**src/rtl/cpu_boot_pkg.sv**
```systemverilog
// Shared types for the CPU boot loader.
//   boot_state_t : loader sequencer states
//   boot_err_t   : error cause reported on err_code while in ERROR
package cpu_boot_pkg;

    typedef enum logic [2:0] {
        HOLD,
        LEN_HI,
        LEN_LO,
        DATA,
        CHK,
        RELEASE,
        RUN,
        ERROR
    } boot_state_t;

    typedef enum logic [1:0] {
        E_NONE,
        E_CSUM,
        E_LEN,
        E_TIMEOUT
    } boot_err_t;

    // Width of the inter-byte idle counter.
    localparam int IDLE_W = 20;

endpackage

```
**src/rtl/cpu_boot_loader.sv**
```systemverilog
// Boot sequencer: keeps the CPU in reset while a program image arrives as a
// byte stream, packs the payload into 32-bit little-endian words, writes them
// to the instruction ROM, checks the image checksum and then releases the CPU.
// A load request while running (or after an error) restarts the sequence.
//
// Image: LEN_HI, LEN_LO (word count N, big-endian), 4*N payload bytes, CHK.
// Good image: 8-bit sum of payload bytes plus CHK equals zero.
//
// Byte handshake: a byte moves when rx_valid and rx_ready are both high on a
// rising clk edge; rx_data must be stable while rx_valid is high and the
// loader never consumes a byte while rx_ready is low.
//
// Ports
//   clk, reset            clock, synchronous active-high reset
//   rx_valid/rx_data      incoming byte stream
//   rx_ready              loader can take a byte (LEN_HI, LEN_LO, DATA, CHK)
//   load_req              level, restarts loading from RUN or ERROR
//   rom_we/waddr/wdata    ROM write port, one strobe per assembled word
//   cpu_resetN            CPU reset, high only in RUN
//   busy                  high from HOLD through CHK
//   done                  one-cycle pulse on the first RUN cycle
//   err/err_code          in ERROR, with the cause held on err_code
module cpu_boot_loader
    import cpu_boot_pkg::*;
#(
    parameter int ADDR_WIDTH     = 14,
    parameter int TIMEOUT_CYCLES = 1000000,
    parameter int HOLD_CYCLES    = 4
) (
    input  logic                  clk,
    input  logic                  reset,
    input  logic                  rx_valid,
    input  logic [7:0]            rx_data,
    output logic                  rx_ready,
    input  logic                  load_req,
    output logic                  rom_we,
    output logic [ADDR_WIDTH-1:0] rom_waddr,
    output logic [31:0]           rom_wdata,
    output logic                  cpu_resetN,
    output logic                  busy,
    output logic                  done,
    output logic                  err,
    output logic [1:0]            err_code
);

    localparam int                HOLD_W    = $clog2(HOLD_CYCLES + 1);
    localparam logic [HOLD_W-1:0] HOLD_LAST = HOLD_W'(HOLD_CYCLES - 1);
    localparam logic [IDLE_W-1:0] IDLE_LAST = IDLE_W'(TIMEOUT_CYCLES - 1);

    boot_state_t             state, next_state;
    boot_err_t               err_q, err_next;
    logic [HOLD_W-1:0]       hold_cnt;
    logic [IDLE_W-1:0]       idle_cnt;
    logic [7:0]              len_hi;
    logic [ADDR_WIDTH:0]     n_words;     // one bit wider: N may equal 2**ADDR_WIDTH
    logic [ADDR_WIDTH:0]     word_cnt;    // words fully assembled so far
    logic [1:0]              byte_idx;
    logic [23:0]             shreg;       // first three bytes of the current word
    logic [7:0]              sum;

    logic                    accept;
    logic                    counting;
    logic                    timeout_hit;
    logic                    word_done;
    logic                    last_word;
    logic [16:0]             len_ext;
    logic                    len_too_big;
    logic [7:0]              chk_total;

    assign rx_ready   = (state inside {LEN_HI, LEN_LO, DATA, CHK});
    assign accept     = rx_valid & rx_ready;
    assign cpu_resetN = (state == RUN);
    assign busy       = (state inside {HOLD, LEN_HI, LEN_LO, DATA, CHK});
    assign err        = (state == ERROR);
    assign err_code   = err_q;

    // The idle counter only runs while mid-image; an accept on the expiry
    // cycle takes priority over the timeout.
    assign counting    = (state inside {LEN_LO, DATA, CHK});
    assign timeout_hit = counting && (idle_cnt == IDLE_LAST) && !accept;

    assign len_ext     = {1'b0, len_hi, rx_data};
    assign len_too_big = ({15'd0, len_ext} > (32'd1 << ADDR_WIDTH));
    assign word_done   = accept && (state == DATA) && (byte_idx == 2'd3);
    assign last_word   = word_done && ((word_cnt + 1'b1) == n_words);
    assign chk_total   = sum + rx_data;

    always_comb begin
        next_state = state;
        err_next   = E_NONE;
        case (state)
            HOLD: begin
                if (hold_cnt == HOLD_LAST) next_state = LEN_HI;
            end
            LEN_HI: begin
                if (accept) next_state = LEN_LO;
            end
            LEN_LO: begin
                if (accept) begin
                    if (len_too_big) begin
                        next_state = ERROR;
                        err_next   = E_LEN;
                    end else if (len_ext == 17'd0) begin
                        next_state = CHK;
                    end else begin
                        next_state = DATA;
                    end
                end else if (timeout_hit) begin
                    next_state = ERROR;
                    err_next   = E_TIMEOUT;
                end
            end
            DATA: begin
                if (last_word) begin
                    next_state = CHK;
                end else if (timeout_hit) begin
                    next_state = ERROR;
                    err_next   = E_TIMEOUT;
                end
            end
            CHK: begin
                if (accept) begin
                    if (chk_total == 8'h00) begin
                        next_state = RELEASE;
                    end else begin
                        next_state = ERROR;
                        err_next   = E_CSUM;
                    end
                end else if (timeout_hit) begin
                    next_state = ERROR;
                    err_next   = E_TIMEOUT;
                end
            end
            RELEASE: next_state = RUN;
            RUN:     if (load_req) next_state = HOLD;
            ERROR:   if (load_req) next_state = HOLD;
            default: next_state = HOLD;
        endcase
    end

    always_ff @(posedge clk) begin
        if (reset) begin
            state     <= HOLD;
            err_q     <= E_NONE;
            hold_cnt  <= '0;
            idle_cnt  <= '0;
            len_hi    <= '0;
            n_words   <= '0;
            word_cnt  <= '0;
            byte_idx  <= '0;
            shreg     <= '0;
            sum       <= '0;
            rom_we    <= 1'b0;
            rom_waddr <= '0;
            rom_wdata <= '0;
            done      <= 1'b0;
        end else begin
            state  <= next_state;
            rom_we <= word_done;
            done   <= (state == RELEASE);

            hold_cnt <= (state == HOLD) ? hold_cnt + 1'b1 : '0;
            idle_cnt <= (accept || !counting) ? '0 : idle_cnt + 1'b1;

            if (next_state == HOLD) begin
                err_q <= E_NONE;
            end else if (next_state == ERROR && state != ERROR) begin
                err_q <= err_next;
            end

            if (state == HOLD) begin
                sum       <= '0;
                word_cnt  <= '0;
                byte_idx  <= '0;
                rom_waddr <= '0;
            end

            if (accept && state == LEN_HI) len_hi <= rx_data;
            if (accept && state == LEN_LO) n_words <= len_ext[ADDR_WIDTH:0];

            if (accept && state == DATA) begin
                sum      <= sum + rx_data;
                byte_idx <= byte_idx + 1'b1;
                shreg    <= {rx_data, shreg[23:8]};
                if (byte_idx == 2'd3) begin
                    rom_wdata <= {rx_data, shreg};
                    word_cnt  <= word_cnt + 1'b1;
                end
            end

            // Advance the address once the strobe has gone out, except after
            // the final word so a full-size image leaves it on the top entry.
            if (rom_we && word_cnt != n_words) rom_waddr <= rom_waddr + 1'b1;
        end
    end

endmodule

```
**config.mk**
```make
export PLATFORM = sky130hd
export DESIGN_NAME = cpu_boot_loader
export DESIGN_NICKNAME = d
export VERILOG_FILES = /design/src/rtl/cpu_boot_pkg.sv /design/src/rtl/cpu_boot_loader.sv
export SDC_FILE = /design/constraint.sdc
export NUM_CORES = 1
export LEC_CHECK = 0
export BUFFER_PORTS_ARGS = -buffer_cell sky130_fd_sc_hd__buf_2
export CORE_MARGIN = 4
export CORE_UTILIZATION = 53
export CTS_BUF_LIST = sky130_fd_sc_hd__clkbuf_16
export DETAILED_ROUTE_END_ITERATION = 7
export GPL_ROUTABILITY_DRIVEN = 0
export PLACE_DENSITY = 0.84
export SLEW_MARGIN = 25
export SYNTH_ARGS = -nofsm -noshare
export SYNTH_HDL_FRONTEND = slang
export SYNTH_SLANG_ARGS = --single-unit
export TNS_END_PERCENT = 5
```
**constraint.sdc**
```tcl
create_clock -name clk -period 2.75 [get_ports clk]
set_input_delay 0.1375 -clock clk [delete_from_list [all_inputs] [get_ports clk]]
set_output_delay 0.1375 -clock clk [all_outputs]
set_load 0.02 [all_outputs]
```
==> summary.md, run 1 <==
| Metric | Value |
|---|---|
| Result of the run | `finished with violations` |
| Failing checks | `negative setup slack` |
| Remaining global-route overflow | `0` |
| Drt total wl | `16,400 um` |
| Buffers from clock root to sink, at most | `2` |
| Post-synthesis average cell area | `7.906 um2` |
| Actual transition at the worst max-transition pin | `830.1 ps` |
| Synth Warn # | `0` |
| Tightest slew margin relative to the limit | `44.66%` |
| Worst-path maximum fanout | `2` |
| Dominant combinational cell family by area after synthesis | `simple AND/OR/NAND/NOR gates` |
| Area of the mapped netlist | `0.006799 mm2` |
| Most common library cell in the layout ignoring fill and taps | `nand2_1` |
| Worst min-delay path class | `in -> reg` |
| Sequential standard cell area | `0.002964 mm2` |
| Seq cells post-synth | `148` |
| Residual antenna-violating net count after detailed routing | `0` |
| Max Freq | `0.3353 GHz` |
| Routed via count divided by cell count | `5.605` |
| Data required time of the critical path | `3050 ps` |
| Fraction of the core area covered by cells at the end of the flow | `63.32%` |
| Overall routing resource usage | `23.25%` |
| Post-synth EDFFs | `0` |
| Initial DRC count | `447` |
| CTS clk-pin slew, worst paths | `70 ps` |
| Crit share post-route | `108.4%` |
| Final hold viol count | `0` |
| Max-slew violation count | `0` |
| Number of buffers inserted by hold repair at cts | `0` |
| Port Buffers | `65` |
| Global-route wire length before repair | `27,680 um` |
| Most used cells in the layout excluding fill and tap cells | `nand2_1, dfxtp_1, a21oi_1, nor2_1, buf_2` |
| Ant diodes | `0` |
| Sink Count | `148` |
| Detailed-route DRC error count | `0` |
| Pleak | `0.002917 uW` |
| PnR Total Power | `4453 uW` |
| Syn Inst Count | `860` |
| CTS HTree Levels | `4` |
| Router iterations before antenna repair | `5` |
| Floorplan core area | `0.01257 mm2` |
| Async set or reset register ratio after synthesis | `0%` |
| Setup crit end kind | `register` |
| Final setup violating endpoints | `2` |
| Min setup slack post-route | `-232.2 ps` |
| Pwr/cell area | `559.6 mW/mm2` |
| Post-Place Setup Slack | `-233.0 ps` |
| Max-cap violations | `0` |
| TritonCTS clock tree | `done` |
| Combined area of the multi-input logic cells | `0.003626 mm2` |
| Die Ht | `121.3 um` |
| Standard-cell rows | `41` |
| Boundary Pins | `66` |
| Vias in the first global route | `5,920` |
| Die width | `121.3 um` |
| Post-synthesis share of cell area spent on and, or, nand and nor gates | `26.81%` |
| Adder-cell share of the synthesized area | `2.687%` |
| Data arrival time of the worst path | `3280 ps` |
| Starting density of the core | `54.10%` |
| Via count | `6,233` |
| Pin count of the biggest net entering global routing | `85` |
| Synthesized-area fraction occupied by ao, oa, aoi and oai cells | `14.98%` |
| Filler Cells Inserted | `1,025` |
| TritonCTS buffer count | `17` |
| Fraction of layout instances using a drive strength above 1 | `16.06%` |
| Top FF cell, synth | `dfxtp_1` |
| Initial antenna violation count | `0` |
| Buffers inserted during post-CTS setup optimization | `0` |
| Total half-perimeter wirelength after legalization and detailed placement | `10,880 um` |
| Final #Nets | `953` |
| Setup repair after global routing missed its margin | `true` |
| Layout Area Growth over Synthesis | `17.04%` |
| Worst setup SP type | `register` |
| Number of unique standard cell types used by synthesis | `66` |
| Root cell of the clock tree | `clkbuf_16` |
| Floorplan die area | `0.01470 mm2` |
| Final period demand of the worst path | `2982 ps` |
| Total nets after synthesis | `886` |
| Synthesized-area fraction occupied by xor and xnor cells | `6.570%` |
| Type of the setup path with the least slack | `reg -> reg` |
| Fraction of synthesized area in multiplexers | `1.767%` |
| Sequential share of the synthesized area | `43.58%` |
| Insertion delay to the later sink of the worst-skew pair | `420 ps` |
| Maximum clock skew at final layout | `8.912 ps` |
| Drt wl/cell | `14.75 um` |
| VDD IR-drop max | `0.0004464 V` |
==> metrics by stage <==
stage	cell area (um2)	cells	TNS (ps)	hold slack, ps
detailed placement	7400	1080	-438.1	440.2
global route	7958	1112	-755.1	44.94
CTS	7951	1112	-418.5	27.07
global placement	7400	1080	-321.3	424.4
floorplan	6809	860	-125.7	273.5
finish	7958	1112	-436.5	51.96
==> worst max-delay path, stage by stage, from the launching register on <==
cell	delay (ps)
dfxtp_2	330
ha_2	190
fa_2	440
or4_1	530
or3_1	370
or4_4	470
a21oi_4	170
a21oi_1	120
nor3_2	190
a21oi_1	70
==> cell families after synthesis <==
| kind of cell | after synthesis |
|---|---|
| flops | 148 |
| compound gates | 178 |
| fa+ha+maj | 14 |
| mux | 12 |
| buf+inv | 59 |
| simple gates | 398 |
| xor+xnor | 51 |
==> layout make-up <==
| type | instances | area share (%) |
|---|---|---|
| Clock buffer | 17 | 5.346 |
| Clock inverter | 15 | 1.478 |
| Inverter | 9 | 0.4245 |
| Multi-Input combinational cell | 653 | 45.57 |
| Sequential cell | 148 | 37.25 |
| Tap cell | 172 | 2.704 |
| Timing Repair Buffer | 98 | 7.233 |
==> Yosys cell counts (all sizes together) (2+ instances only) <==
cell,count,area (um2)
a211oi,6,45.04
a21oi,120,608.1
a31oi,3,18.77
and2,9,57.56
and3,9,56.30
and3b,2,17.52
and4,3,26.28
buf,8,53.80
clkbuf,42,157.7
dfxtp,148,2963
ha,13,162.7
inv,9,33.78
mux2i,12,120.1
nand2,189,709.4
nand2b,4,32.53
nand3,39,200.2
nand4,6,37.54
nor2,78,292.8
nor2b,5,31.28
nor3,18,100.1
nor3b,4,30.03
nor4,9,62.56
o211ai,2,15.01
o21ai,24,123.9
o21bai,2,15.01
o311ai,2,17.52
o31ai,5,42.54
or2,4,25.03
or3,12,80.08
or4,2,18.77
xnor2,28,245.2
xor2,23,201.4
==> final timing paths <==
check	from	endpoint	slack [ps]	cells after the start
max	sum[0]$_SDFFE_PP0P_	err_code[1]$_SDFFE_PP0P_	-230	9
min	rx_data[5]	shreg[21]$_SDFFE_PP0P_	50	3
max reg2reg	sum[0]$_SDFFE_PP0P_	err_code[1]$_SDFFE_PP0P_	-230	9
min reg2reg	hold_cnt[0]$_SDFF_PP0_	hold_cnt[0]$_SDFF_PP0_	450	1
==> layer usage <==
layer / wire length (um) / part of all wire [%] / GRT usage, % / up-vias
li1: - / - / - / 3072
met1: 7126 / 43 / 29.53 / 2921
met2: 7781 / 47 / 38.03 / 199
met3: 1112 / 6.8 / 5.921 / 41
met4: 382 / 2.3 / 8.964 / 0
met5: 0 / 0 / 0 / -
==> repair_timing <==
action	CTS	global route
endpoints found under the setup margin	3	3
cloned	0	0
gates resized for setup	2	1
==> registers in the layout, indices dropped and copies added (netlist names) <==
register,cells
rom_wdata,32
shreg,24
idle_cnt,20
n_words,15
word_cnt,15
rom_waddr,14
len_hi,8
sum,8
hold_cnt,3
state,3
byte_idx,2
err_code,2
done,1
rom_we,1
==> power breakdown <==
part           internal, uW  switching [uW]
combinational          50.6             110
clock                  1170             959
sequential             2150            7.03
Note: power is estimated with default switching activity, not from simulation.
==> run 2, diff against run 1 <==
Settings changed: CORE_ASPECT_RATIO from default to 0.7, CTS_BUF_LIST sky130_fd_sc_hd__clkbuf_16 to sky130_fd_sc_hd__clkbuf_8 sky130_fd_sc_hd__clkbuf_16.
==> run 2 against run 1 <==
Effect of this change: non-clock buffer count is 12 higher; highest routed layer unchanged; via count grew 2.3%; total power increased by 1.2%; largest power group is now the clock network; the run still ends with negative setup slack left; register-to-register slack better by 120 ps; global-route usage up 0.58 points; count of clock-buffer cells in the layout is 2 higher; sequential share of layout area down 0.57 points.
==> summary.md, run 2 (synthesis gave the netlist of run 1 again) <==
| Metric | Value |
|---|---|
| Final hold viol count | `0` |
| TritonCTS clock tree | `done` |
| TritonCTS buffer count | `17` |
| Worst setup SP type | `register` |
| Insertion delay to the later sink of the worst-skew pair | `420 ps` |
| Detailed-route DRC error count | `0` |
| Router iterations before antenna repair | `6` |
| Setup crit end kind | `register` |
| Most used cells in the layout excluding fill and tap cells | `nand2_1, dfxtp_1, a21oi_1, nor2_1, buf_2` |
| Via count | `6,374` |
| Flip-flop count of the largest register, all copies and words added | `32` |
| Buffers from clock root to sink, at most | `2` |
| R2r worst-path depth | `10` |
| Final setup violating endpoints | `2` |
| Maximum clock skew at final layout | `12.89 ps` |
| Tightest slew margin relative to the limit | `55.23%` |
| Max Freq | `0.3489 GHz` |
| Type of the setup path with the least slack | `reg -> reg` |
| Final #Nets | `965` |
| Root cell of the clock tree | `clkbuf_16` |
| Failing checks | `negative setup slack` |
| PnR Total Power | `4507 uW` |
| Standard-cell rows | `34` |
| Crit share post-route | `104.2%` |
| Initial DRC count | `525` |
| Final instance area | `0.008080 mm2` |
| Sink Count | `148` |
| Pwr/cell area | `557.7 mW/mm2` |
| Total half-perimeter wirelength after legalization and detailed placement | `11,600 um` |
| Ant diodes | `0` |
| Max-slew violation count | `0` |
| Fraction of layout instances using a drive strength above 1 | `17.12%` |
| Worst min-delay path class | `in -> reg` |
| Starting density of the core | `54.55%` |
| Pin count of the biggest net entering global routing | `64` |
| Drt total wl | `17,480 um` |
| Cells on Worst Hold Path | `3` |
| Actual transition at the worst max-transition pin | `663.2 ps` |
| CTS HTree Levels | `4` |
| Fin cells | `1,114` |
| Port Buffers | `65` |
| Vias in the first global route | `5,706` |
| Layout Area Growth over Synthesis | `18.84%` |
| Sequential standard cell area | `0.002964 mm2` |
| Drt wl/cell | `15.69 um` |
| Post-placement cell count | `1,081` |
| Result of the run | `finished with violations` |
| Boundary Pins | `66` |
| Global-route wire length before repair | `28,230 um` |
| Data arrival time of the worst path | `3210 ps` |
| Routed via count divided by cell count | `5.722` |
| Most common library cell in the layout ignoring fill and taps | `nand2_1` |
| Combined area of the multi-input logic cells | `0.003638 mm2` |
| Initial antenna violation count | `0` |
| Data required time of the critical path | `3090 ps` |
| Number of buffers inserted by hold repair at cts | `0` |
| Register containing the most flip-flops in the final layout | `rom_wdata` |
| Final period demand of the worst path | `2866 ps` |
| Cell area after placement | `0.007482 mm2` |
| Max-cap violations | `0` |
| CTS clk-pin slew, worst paths | `60 ps` |
| Floorplan core area | `0.01246 mm2` |
| Worst-path maximum fanout | `2` |
| Pleak | `0.002974 uW` |
| VDD IR-drop max | `0.0005255 V` |
| Filler Cells Inserted | `999` |
| Setup repair after global routing missed its margin | `true` |
| Die width | `143.4 um` |
| Post-Place Setup Slack | `-226.1 ps` |
| Registers with the most flip-flops | `rom_wdata: 32 flops, shreg: 24 flops, idle_cnt: 20 flops` |
| Min setup slack post-route | `-116.3 ps` |
| Floorplan die area | `0.01473 mm2` |
| Die Ht | `102.8 um` |
| Residual antenna-violating net count after detailed routing | `0` |
| Remaining global-route overflow | `0` |
| Overall routing resource usage | `23.83%` |
==> run 2: worst max-delay path, cell delays in order, from the launching register on <==
cell       delay [ps]
dfxtp_2           340
ha_4              160
fa_2              360
xor2_1            180
or4_1             400
or3_1             320
or4_4             460
a21oi_4           170
a2111oi_2         100
mux2i_1           140
a21oi_1           160
==> run 2: per-layer routing <==
metal  vias to the layer above  track usage, %  share of wire, %
met5                         -               0                 0
met4                         0           7.887               1.7
met3                        32           5.378               8.2
met2                       259           36.37                45
met1                      2972           33.67                45
li1                       3111               -                 -
==> run 2: stage by stage <==
| step | util (%) | hold WS (ps) | TNS (ps) |
|---|---|---|---|
| 3_5_place_dp | 60.03 | 443.3 | -433.5 |
| 3_3_place_gp | 60.03 | 420.4 | -325.3 |
| 2_1_floorplan | - | 273.5 | -125.7 |
| 5_1_grt | 64.83 | 65.23 | -439.5 |
| 4_1_cts | 64.77 | 41.80 | -460.9 |
| 6_report | 64.83 | 59.14 | -221.5 |
==> run 2: path summary, 6_finish.rpt <==
path,from,to,slack (ps)
setup / recovery,sum[0]$_SDFFE_PP0P_,err_code[1]$_SDFFE_PP0P_,-120
hold / removal,rx_data[6],n_words[6]$_SDFFE_PP0P_,60
setup reg to reg,sum[0]$_SDFFE_PP0P_,err_code[1]$_SDFFE_PP0P_,-120
hold reg to reg,rom_wdata[8]$_SDFFE_PP0P_,rom_wdata[8]$_SDFFE_PP0P_,450
==> run 2: layout make-up <==
cell class                 count  share of cell area [%]
sequential                   148                   36.68
inverter                       9                  0.4181
tap                          162                   2.509
multi-input combinational    653                   45.03
clock inverter                13                   1.363
timing repair buffer         110                   8.393
clock buffer                  19                   5.605
==> run 2: what timing repair did <==
action | in CTS | in global routing
setup buffers | 0 | 1
gates resized for setup | 5 | 0
setup endpoints to repair | 2 | 3
pin swaps | 6 | 4
==> run 2: power by group <==
part           internal, uW  switching (uW)  total (uW)
clock network          1280             897        2180
registers              2150            6.46        2160
logic                  54.2             111         165
==> run 3, diff against run 2 <==
Settings changed: SKIP_CTS_REPAIR_TIMING from default to 1.
==> run 3 against run 2 <==
Effect of this change: the flow still finishes with violations (negative setup slack); non-clock buffer count fell by 1; setup slack worse by 130 ps; sequential share of layout area increased by 0.097 points; hold slack worse by 5.4 ps; total power about the same; critical path depth is 1 lower; utilization shrank 0.17 points; count of clock-buffer cells in the layout did not move; via count increased by 0.24%; routed wire length is 0.15% higher; flip-flop and latch count stayed put; critical endpoint unchanged; highest routed layer unchanged.
==> summary.md, run 3 (synthesis gave the netlist of run 1 again) <==
| Metric | Value |
|---|---|
| Result of the run | `finished with violations` |
| Failing checks | `negative setup slack` |
| Buffers from clock root to sink, at most | `2` |
| VDD IR-drop max | `0.0005275 V` |
| Detailed-route DRC error count | `0` |
| Final instance area | `0.008059 mm2` |
| TritonCTS buffer count | `17` |
| Flip-flop count of the largest register, all copies and words added | `32` |
| Most used cells in the layout excluding fill and tap cells | `nand2_1, dfxtp_1, a21oi_1, nor2_1, buf_2` |
| Data required time of the critical path | `3040 ps` |
| Pleak | `0.002968 uW` |
| Vias in the first global route | `5,685` |
| Final hold viol count | `0` |
| Max Freq | `0.3336 GHz` |
| Max-slew violation count | `0` |
| Final period demand of the worst path | `2997 ps` |
| Final #Nets | `964` |
| Floorplan die area | `0.01473 mm2` |
| Floorplan core area | `0.01246 mm2` |
| Overall routing resource usage | `23.69%` |
| Standard-cell rows | `34` |
| Minimum hold slack | `53.74 ps` |
| Global-route wire length before repair | `28,060 um` |
| TritonCTS clock tree | `done` |
| Die Ht | `102.8 um` |
| Data arrival time of the worst path | `3290 ps` |
| Min setup slack post-route | `-247.3 ps` |
| CTS clk-pin slew, worst paths | `60 ps` |
| Remaining global-route overflow | `0` |
| Via count | `6,389` |
| Sequential standard cell area | `0.002964 mm2` |
| Insertion delay to the later sink of the worst-skew pair | `420 ps` |
| Worst Min Path Start | `rx_data[6]` |
| Register-to-register setup slack | `-250 ps` |
| Layout Area Growth over Synthesis | `18.53%` |
| Cell area after placement | `0.007482 mm2` |
| Worst min-delay path class | `in -> reg` |
| Registers with the most flip-flops | `rom_wdata: 32 flops, shreg: 24 flops, idle_cnt: 20 flops` |
| Max-cap violations | `0` |
| Sink Count | `148` |
| CTS HTree Levels | `4` |
| Final setup violating endpoints | `2` |
| Filler Cells Inserted | `1,003` |
| Boundary Pins | `66` |
| Combined area of the multi-input logic cells | `0.003625 mm2` |
| Fraction of layout instances using a drive strength above 1 | `16.93%` |
| Initial DRC count | `595` |
| Root cell of the clock tree | `clkbuf_16` |
| Die width | `143.4 um` |
| Worst setup SP type | `register` |
| Maximum clock skew at final layout | `15.36 ps` |
| Router iterations before antenna repair | `7` |
| Type of the setup path with the least slack | `reg -> reg` |
| Routed via count divided by cell count | `5.740` |
| Ant diodes | `0` |
| Most common library cell in the layout ignoring fill and taps | `nand2_1` |
| Source of the critical timing path | `sum[0]$_SDFFE_PP0P_` |
| Setup crit end kind | `register` |
| Pwr/cell area | `559.2 mW/mm2` |
| Starting density of the core | `54.55%` |
| Drt total wl | `17,510 um` |
| Worst-path maximum fanout | `2` |
| Register containing the most flip-flops in the final layout | `rom_wdata` |
| Port Buffers | `65` |
| Residual antenna-violating net count after detailed routing | `0` |
| Setup repair after global routing missed its margin | `true` |
| Initial antenna violation count | `0` |
| PnR Total Power | `4506 uW` |
| Startpoint of the worst-slack reg-to-reg timing path | `sum[0]$_SDFFE_PP0P_` |
| Drt wl/cell | `15.73 um` |
| Actual transition at the worst max-transition pin | `664.3 ps` |
| Tightest slew margin relative to the limit | `55.15%` |
| Crit share post-route | `109.0%` |
| Total half-perimeter wirelength after legalization and detailed placement | `11,600 um` |
| Pin count of the biggest net entering global routing | `64` |
[run 3: cell types whose count changed in the layout (fill, tap and decap cells not counted), sizes merged]
cell,delta
buf,-1
[run 3: worst paths after layout]
kind	to	depth (start not counted)
worst max-delay path	err_code[1]$_SDFFE_PP0P_	9
worst min-delay path	n_words[6]$_SDFFE_PP0P_	3
worst min register to register	rom_wdata[2]$_SDFFE_PP0P_	2
worst max register to register	err_code[1]$_SDFFE_PP0P_	9
[run 3: cell type report]
type | instances | share of cell area, %
Inverter | 9 | 0.4192
Clock inverter | 13 | 1.366
Sequential cell | 148 | 36.78
Timing Repair Buffer | 109 | 8.322
Clock buffer | 19 | 5.620
Multi-Input combinational cell | 653 | 44.98
Tap cell | 162 | 2.515
[run 3: report_power, final]
part | internal (uW) | total, uW | leakage [uW] | switching, uW
combinational | 53.8 | 164 | 0.00151 | 110
clock | 1280 | 2180 | 0.000266 | 898
sequential | 2150 | 2160 | 0.00119 | 6.31
total | 3490 | 4510 | 0.00297 | 1010
[run 3: per-layer routing]
layer	vias to the layer above	track usage, %	part of all wire, %
li1	3104	-	-
met1	2998	33.41	45
met2	255	36.09	45
met3	32	5.563	8.1
met4	0	7.815	1.6
met5	-	0	0
[run 3: critical path, stage by stage (launching register included)]
cell and delay [ps]:
dfxtp_2 340, ha_2 190, fa_2 440, or4_1 520, or3_1 380, or4_4 460, a21oi_4 160, a21oi_1 110
nor3_2 200, a21oi_1 70
[run 3: stage by stage]
stage	setup TNS [ps]	cells	util (%)	worst slack, ps
after floorplan	-125.7	860	-	-67.51
after global placement	-325.3	1081	60.03	-170.7
after detailed placement	-433.5	1081	60.03	-226.1
after CTS	-470.0	1113	64.55	-243.0
after global routing	-695.5	1113	64.66	-336.7
final	-472.1	1113	64.66	-247.3
